--- config.mk ---
export PLATFORM = sky130hd
export DESIGN_NAME = execute_cycle
export DESIGN_NICKNAME = d
export VERILOG_FILES = /design/src/rtl/execute_cycle.sv
export SDC_FILE = /design/constraint.sdc
export NUM_CORES = 1
export LEC_CHECK = 0
export ABC_AREA = 1
export CORE_MARGIN = 4
export CORE_UTILIZATION = 55
export CTS_CLUSTER_SIZE = 16
export DETAILED_ROUTE_END_ITERATION = 10
export PLACE_DENSITY = 0.87
export SETUP_SLACK_MARGIN = 0.02
export SKIP_LAST_GASP = 1
export SYNTH_ARGS = -nofsm -noshare
export SYNTH_HDL_FRONTEND = slang
export SYNTH_SLANG_ARGS = --single-unit
--- constraint.sdc ---
create_clock -name clk -period 18.5 [get_ports clk]
set_clock_uncertainty 0.1 [all_clocks]
set_input_delay 5.55 -clock clk [delete_from_list [all_inputs] [get_ports clk]]
set_output_delay 5.55 -clock clk [all_outputs]
set_load 0.1 [all_outputs]
--- src/rtl/execute_cycle.sv ---
// Execute stage of the 5-stage RV32I pipeline: operand forwarding, ALU, beq resolution,
// branch target generation and the E/M pipeline register with stall and flush.
module execute_cycle #(
    parameter int XLEN   = 32,
    parameter int REG_AW = 5
) (
    input  logic              clk,
    input  logic              rst,
    input  logic              Valid_E,
    input  logic              RegWrite_E,
    input  logic              ALUSrc_E,
    input  logic              MemWrite_E,
    input  logic              ResultSrc_E,
    input  logic              Branch_E,
    input  logic [2:0]        ALUControl_E,
    input  logic [XLEN-1:0]   RD1_E,
    input  logic [XLEN-1:0]   RD2_E,
    input  logic [XLEN-1:0]   Imm_Ext_E,
    input  logic [XLEN-1:0]   PC_E,
    input  logic [XLEN-1:0]   PCPlus4_E,
    input  logic [REG_AW-1:0] Rd_E,
    input  logic [1:0]        ForwardA_E,
    input  logic [1:0]        ForwardB_E,
    input  logic [XLEN-1:0]   Result_W,
    input  logic              Stall_M,
    input  logic              Flush_M,
    output logic              PCSrc_E,
    output logic [XLEN-1:0]   PCTarget_E,
    output logic              Valid_M,
    output logic              RegWrite_M,
    output logic              MemWrite_M,
    output logic              ResultSrc_M,
    output logic [REG_AW-1:0] Rd_M,
    output logic [XLEN-1:0]   ALUResult_M,
    output logic [XLEN-1:0]   WriteData_M,
    output logic [XLEN-1:0]   PCPlus4_M
);

    typedef enum logic [2:0] {
        ALU_ADD = 3'b000,
        ALU_SUB = 3'b001,
        ALU_AND = 3'b010,
        ALU_OR  = 3'b011,
        ALU_SLT = 3'b101
    } alu_op_e;

    typedef enum logic [1:0] {
        FWD_REG = 2'b00,
        FWD_WB  = 2'b01,
        FWD_MEM = 2'b10
    } fwd_sel_e;

    logic [XLEN-1:0] src_a;
    logic [XLEN-1:0] fwd_b;
    logic [XLEN-1:0] src_b;
    logic [XLEN-1:0] alu_result;
    logic            zero;

    // FWD_MEM taps the E/M register itself, so a back-to-back dependency needs no stall.
    always_comb begin
        // NOTE: every always_comb output gets a default first so no path can infer a latch.
        src_a = RD1_E;
        case (ForwardA_E)
            FWD_WB:  src_a = Result_W;
            FWD_MEM: src_a = ALUResult_M;
            default: src_a = RD1_E;
        endcase
    end

    always_comb begin
        fwd_b = RD2_E;
        case (ForwardB_E)
            FWD_WB:  fwd_b = Result_W;
            FWD_MEM: fwd_b = ALUResult_M;
            default: fwd_b = RD2_E;
        endcase
    end

    assign src_b = ALUSrc_E ? Imm_Ext_E : fwd_b;

    always_comb begin
        alu_result = '0;
        case (ALUControl_E)
            ALU_ADD: alu_result = src_a + src_b;
            ALU_SUB: alu_result = src_a - src_b;
            ALU_AND: alu_result = src_a & src_b;
            ALU_OR:  alu_result = src_a | src_b;
            ALU_SLT: alu_result = {{(XLEN-1){1'b0}}, ($signed(src_a) < $signed(src_b))};
            default: alu_result = '0;
        endcase
    end

    assign zero       = (alu_result == '0);
    assign PCSrc_E    = Valid_E & Branch_E & zero;
    assign PCTarget_E = PC_E + Imm_Ext_E;

    // E/M register: reset > flush > stall > load. Store data is the forwarded RD2, not src_b.
    always_ff @(posedge clk or negedge rst) begin
        // NOTE: sequential state uses non-blocking assignments only, so every register samples pre-edge values.
        if (!rst) begin
            Valid_M     <= 1'b0;
            RegWrite_M  <= 1'b0;
            MemWrite_M  <= 1'b0;
            ResultSrc_M <= 1'b0;
            Rd_M        <= '0;
            ALUResult_M <= '0;
            WriteData_M <= '0;
            PCPlus4_M   <= '0;
        end else if (Flush_M) begin
            Valid_M     <= 1'b0;
            RegWrite_M  <= 1'b0;
            MemWrite_M  <= 1'b0;
            ResultSrc_M <= 1'b0;
            Rd_M        <= '0;
            ALUResult_M <= '0;
            WriteData_M <= '0;
            PCPlus4_M   <= '0;
        end else if (!Stall_M) begin
            Valid_M     <= Valid_E;
            RegWrite_M  <= RegWrite_E & Valid_E;
            MemWrite_M  <= MemWrite_E & Valid_E;
            ResultSrc_M <= ResultSrc_E;
            Rd_M        <= Rd_E;
            ALUResult_M <= alu_result;
            WriteData_M <= fwd_b;
            PCPlus4_M   <= PCPlus4_E;
        end
    end

endmodule

---- Yosys cells after proc, flatten, opt, wreduce, memory -nomap -nowiden ----
Cells that the tools add are included.
word-level totals
  input port bits ......................... 214
  flip-flop bits (word level) ............. 105
cells by class
  equality and inequality tests ........... 9
  bitwise gates (word level) .............. 6
  magnitude comparators ................... 1
  reductions and logical operators ........ 2
  multiplexer cells ....................... 20
  add/sub/neg operators ................... 3
operators by type and width
  kind                                                    number
  2-to-1 mux 32 bit                                       7
  case mux 32 bit (5 select lines)                        1
  case mux 32 bit (2 select lines)                        2
  adder 32 bit                                            2
  AND 32 bit                                              1
  zero test 32 bit                                        1
  < comparator 32 bit                                     1
  OR 32 bit                                               1
  subtractor 32 bit                                       1
  2-to-1 mux 5 bit                                        2
  2-to-1 mux 1 bit                                        8
  equality test 3 x 2 -> 1 bit (second input constant)    2
  AND 1 bit                                               4
  equality test 2 x 1 -> 1 bit (second input constant)    2
  equality test 2 bit (second input constant)             2
  equality test 3 x 1 -> 1 bit (second input constant)    1
  equality test 3 bit (second input constant)             1
  zero test 3 bit                                         1
  inequality test 2 x 1 -> 1 bit (second input constant)  1

---- Longest topological paths before layout ----
  depth after elaboration ................. 7
  mapped depth ............................ 27
  gate-level depth less buffers ........... 25

---- Worst setup path after synthesis ----
No wires, ideal clock.
  path kind ............................... input to output
  start ................................... input port ForwardB_E[0]
  end ..................................... output port PCSrc_E
  path slack .............................. 2.952 ns
  stages on the path ...................... 23
  arrival ................................. 9.898 ns
  required time ........................... 12.850 ns
  cells stage by stage .................... inv_1 > ha_1 > clkbuf_1 > clkbuf_1 > a221o_1 > o21ai_0 > o21ai_0 > ha_1 > inv_1 > fa_1 > inv_1 > nand3_1 > nand2_1 > nand3_1 > nand3_1 > nand2_1 > a21oi_1 > nor2_1 > nor2_1 > nand3_1 > nor2_2 > nand2_1 > nor2_1
on the way
  word-level cells in the longest chain between the ends .. 7
RTL lines
  element                                                                     line  source
  start, declared                                                             23    input logic [1:0] ForwardB_E,
  equality test 2 bit / equality test 2 x 1 -> 1 bit (equally long branches)  72    case (ForwardB_E)
  case mux 32 bit (2 select lines) *                                          72
  2-to-1 mux 32 bit *                                                         79    assign src_b = ALUSrc_E ? Imm_Ext_E : fwd_b;
  subtractor 32 bit (tied with other cells)                                   85    ALU_SUB: alu_result = src_a - src_b;
  case mux 32 bit (5 select lines) *                                          83    case (ALUControl_E)
  zero test 32 bit *                                                          93    assign zero = (alu_result == '0);
  AND 1 bit *                                                                 94    assign PCSrc_E = Valid_E & Branch_E & zero;
  end, declared                                                               27    output logic PCSrc_E,
Mark *: on every way between the ends. The rest lies on a longest branch, timed or not.

---- Worst setup path after layout ----
Ends and elaborated chain as after synthesis.

==> impl_metrics.tcl <==
set metrics [dict create \
    status "finished clean" \
    top_layer "met5" \
    synthArstFlopShare 1.00 \
    syn_inst 2209 \
    fin_tns_setup_ns 0 \
    cts_hold_buf 0 \
    die_w_um 165 \
    initial_core_util 0.559 \
    met1_length_um 21600 \
    syn_avg_cell_area_sq_um 6.13 \
    synth_warnings 0 \
    worstSkewPairLatency_ns 0.37 \
    drc 0 \
    tightest_slew_ns 1.26 \
    grt_remaining_overflow 0 \
    coreArea_sq_um 24200 \
    drt-wirelength-per-cell_um 21.4 \
    dp.final_hpwl_um 49100 \
    r2r_setup_slack_ns 14.18 \
    drive_gt1_frac 0.0433 \
    setup_violations 0 \
    ys_seq_area_frac 0.194 \
    finalMaxSlewViolations 0 \
    synth.ff_latch_count 105 \
    relSlewSlack 0.159 \
    synth_edf_count 0 \
    syn_to_final_growth_pct 28.7 \
    grt_pass1_vias 16100 \
    ys_types 46 \
    grt_start_max_net_pins 75 \
    worstPathRequired_ns 12.85 \
    rsz0062_at_grt "false" \
    cts_setup_buffers 0 \
    period_share 0.927 \
    ios 352 \
    synth_nets 2571 \
    final_nets 2852 \
    crit_type "in -> out" \
    cts.reportedPaths.clkPinSlew_ns 0.08 \
    drt-total-wl_um 60300 \
    cts_made_buffers 9 \
    met3WireLength_um 6480 \
    grt_pass1_wl_um 89600 \
    cts_tree "done" \
    cts-root-buf "clkbuf_16" \
    place_congestion 1.16 \
    grt_util_all_layers 0.426 \
    p_per_area_nw_per_um2 79.9 \
    antenna_found_initial 5 \
    die-area_sq_um 27200 \
    fillers 2088 \
    vdd_drop_max_mv 0.0727 \
    avgViaCountPerCell 6.02 \
    num_rows 57 \
    clock_path_buffers 2 \
    cp_max_fo 23 \
    synthesis.area_sq_um 13500 \
    period_minus_slack_ns 17.14 \
    synth_ff_type "dfrtp_1" \
    arrival_ns 11.49 \
    drv_cap 0 \
    hp-class "reg -> reg" \
    route.met2.wl_um 26800 \
    fmax_ghz 0.0583 \
    finalHoldViolCount 0 \
    final_area_sq_um 17400 \
    drtAntennaViolNets 0 \
    die_height_um 165 \
    numPortBuffers 351 \
    crit_path_end_kind "output port" \
    drt_iter0_drc 2288 \
    startpoint_type "input port" \
    post_dp_cell_area_sq_um 17100 \
    vias 17000 \
    leakage_uw 0.00878 \
    cts_resized 0 \
    drt_pre_antenna_iters 8 \
    h-tree-depth 3 \
    clock_sink_count 105 \
]
-- synth_stat cells (3+ instances only) --
master	count	area [sq um]
a31oi_1	3	18.8
ha_1	145	1810
nor2_2	14	87.6
nand4_1	16	100
o21bai_1	16	120
o21ai_0	199	996
nor3_1	18	90.1
buf_1	9	33.8
buf_4	12	90.1
fa_1	3	60.1
and3_1	3	18.8
a21oi_1	138	691
o22ai_1	22	138
xor2_1	23	201
dfrtp_1	105	2630
nand2_2	20	125
nor2_4	4	45.0
nand2_1	559	2100
buf_2	10	50.1
inv_1	310	1160
inv_2	8	30.0
clkbuf_1	57	214
o21ai_1	10	50.1
nand3_2	7	70.1
nor4_1	3	18.8
a21o_1	6	45.0
nor2_1	202	758
buf_6	6	67.6
xnor2_1	11	96.3
a21oi_2	12	105
nand3_1	202	1010
a221o_1	32	320
nand3b_1	4	30.0
-- power by group --
part | switching [uW] | leakage [uW] | internal, uW
combinational | 669 | 0.00722 | 255
sequential | 12.9 | 0.00141 | 245
clock | 111 | 0.000153 | 98.8
-- state kept, by name (all words and copies together) (netlist names) --
| register | cells |
|---|---|
| ALUResult_M | 32 |
| MemWrite_M | 1 |
| PCPlus4_M | 32 |
| Rd_M | 5 |
| RegWrite_M | 1 |
| ResultSrc_M | 1 |
| Valid_M | 1 |
| WriteData_M | 32 |
-- worst paths after layout --
check                                from               to  cells after the start
max in group asynchronous             rst          Rd_M[1]                      2
min reg2reg                  PCPlus4_M[3]     PCPlus4_M[3]                      2
max                         ForwardB_E[0]          PCSrc_E                     22
min                          PCPlus4_M[3]     PCPlus4_M[3]                      2
max reg2reg                ALUResult_M[0]  ALUResult_M[28]                     16
min in group asynchronous             rst  ALUResult_M[22]                      1
-- stage by stage --
step	total power (uW)	hold WS (ns)	utilization	setup WS, ns	cells
2_1_floorplan	903	0.922	-	2.95	2209
3_3_place_gp	1150	0.392	0.705	1.78	2803
3_5_place_dp	1160	0.393	0.705	1.71	2803
4_1_cts	1370	0.417	0.718	1.69	2819
5_1_grt	1460	0.434	0.719	1.35	2822
6_report	1390	0.418	0.719	1.36	2823
-- critical path, cell delays in order --
cell and delay, ns:
clkdlybuf4s50_1 0.55, ha_1 0.86, a221o_1 0.33, o21ai_0 0.12, o21ai_0 0.61, ha_1 0.38
inv_1 0.09, fa_1 0.48, inv_1 0.18, nand3_1 0.11, nand2_1 0.14, nand3_1 0.09
nand3_1 0.18, nand2_1 0.13, a21oi_1 0.22, nor2_1 0.08, nor2_1 0.39, nand3_1 0.19
nor2_2 0.13, nand2_1 0.06, nor2_1 0.23, buf_4 0.35
-- final cells by class --
| class | instances | area [sq um] | area share |
|---|---|---|---|
| Antenna cell | 4 | 10.0 | 0.000574 |
| Clock buffer | 9 | 225 | 0.0129 |
| Clock inverter | 7 | 88.8 | 0.00510 |
| Inverter | 319 | 1200 | 0.0687 |
| Multi-Input combinational cell | 1691 | 9280 | 0.532 |
| Sequential cell | 105 | 2630 | 0.151 |
| Tap cell | 324 | 405 | 0.0233 |
| Timing Repair Buffer | 364 | 3600 | 0.206 |
-- routing by layer --
metal,GRT usage,vias up
met4,0.327,4
met5,0,-
met1,0.509,7675
li1,-,7734
met3,0.0734,327
met2,0.679,1255
-- placed cells by master, fill, tap and decap left out, types with 3 or more instances in the layout --
cell / netlist / routed
nand2_2: 20 / 20
nor4_1: 3 / 3
nand3b_1: 4 / 4
nor2_4: 4 / 5
nand4_1: 16 / 16
clkdlybuf4s50_1: 0 / 347
o22ai_1: 22 / 22
ha_1: 145 / 145
inv_1: 310 / 308
a21o_1: 6 / 6
buf_4: 12 / 15
a31oi_1: 3 / 3
nor2_2: 14 / 14
nor2_1: 202 / 201
and3_1: 3 / 3
nand2_1: 559 / 559
inv_2: 8 / 10
a21oi_2: 12 / 12
o21ai_0: 199 / 199
dfrtp_1: 105 / 105
clkbuf_16: 0 / 9
o21bai_1: 16 / 16
o21ai_1: 10 / 10
nor3_1: 18 / 18
a21oi_1: 138 / 138
nand3_2: 7 / 8
fa_1: 3 / 3
nand3_1: 202 / 201
xor2_1: 23 / 23
diode_2: 0 / 4
xnor2_1: 11 / 11
a221o_1: 32 / 32
-- cell families (layout without fill, tap and decap cells) --
| family | Yosys count | after routing | share of synthesized area |
|---|---|---|---|
| AOI/OAI and AO/OA | 450 | 450 | 0.191 |
| DFF | 105 | 105 | 0.194 |
| and+or+nand+nor | 1059 | 1059 | 0.333 |
| buffers and inverters | 413 | 699 | 0.122 |
| other | 0 | 4 | 0 |
| xor gates and xnor gates | 34 | 34 | 0.0220 |
| adders and majority gates | 148 | 148 | 0.138 |
(Power assumes the default switching activity.)
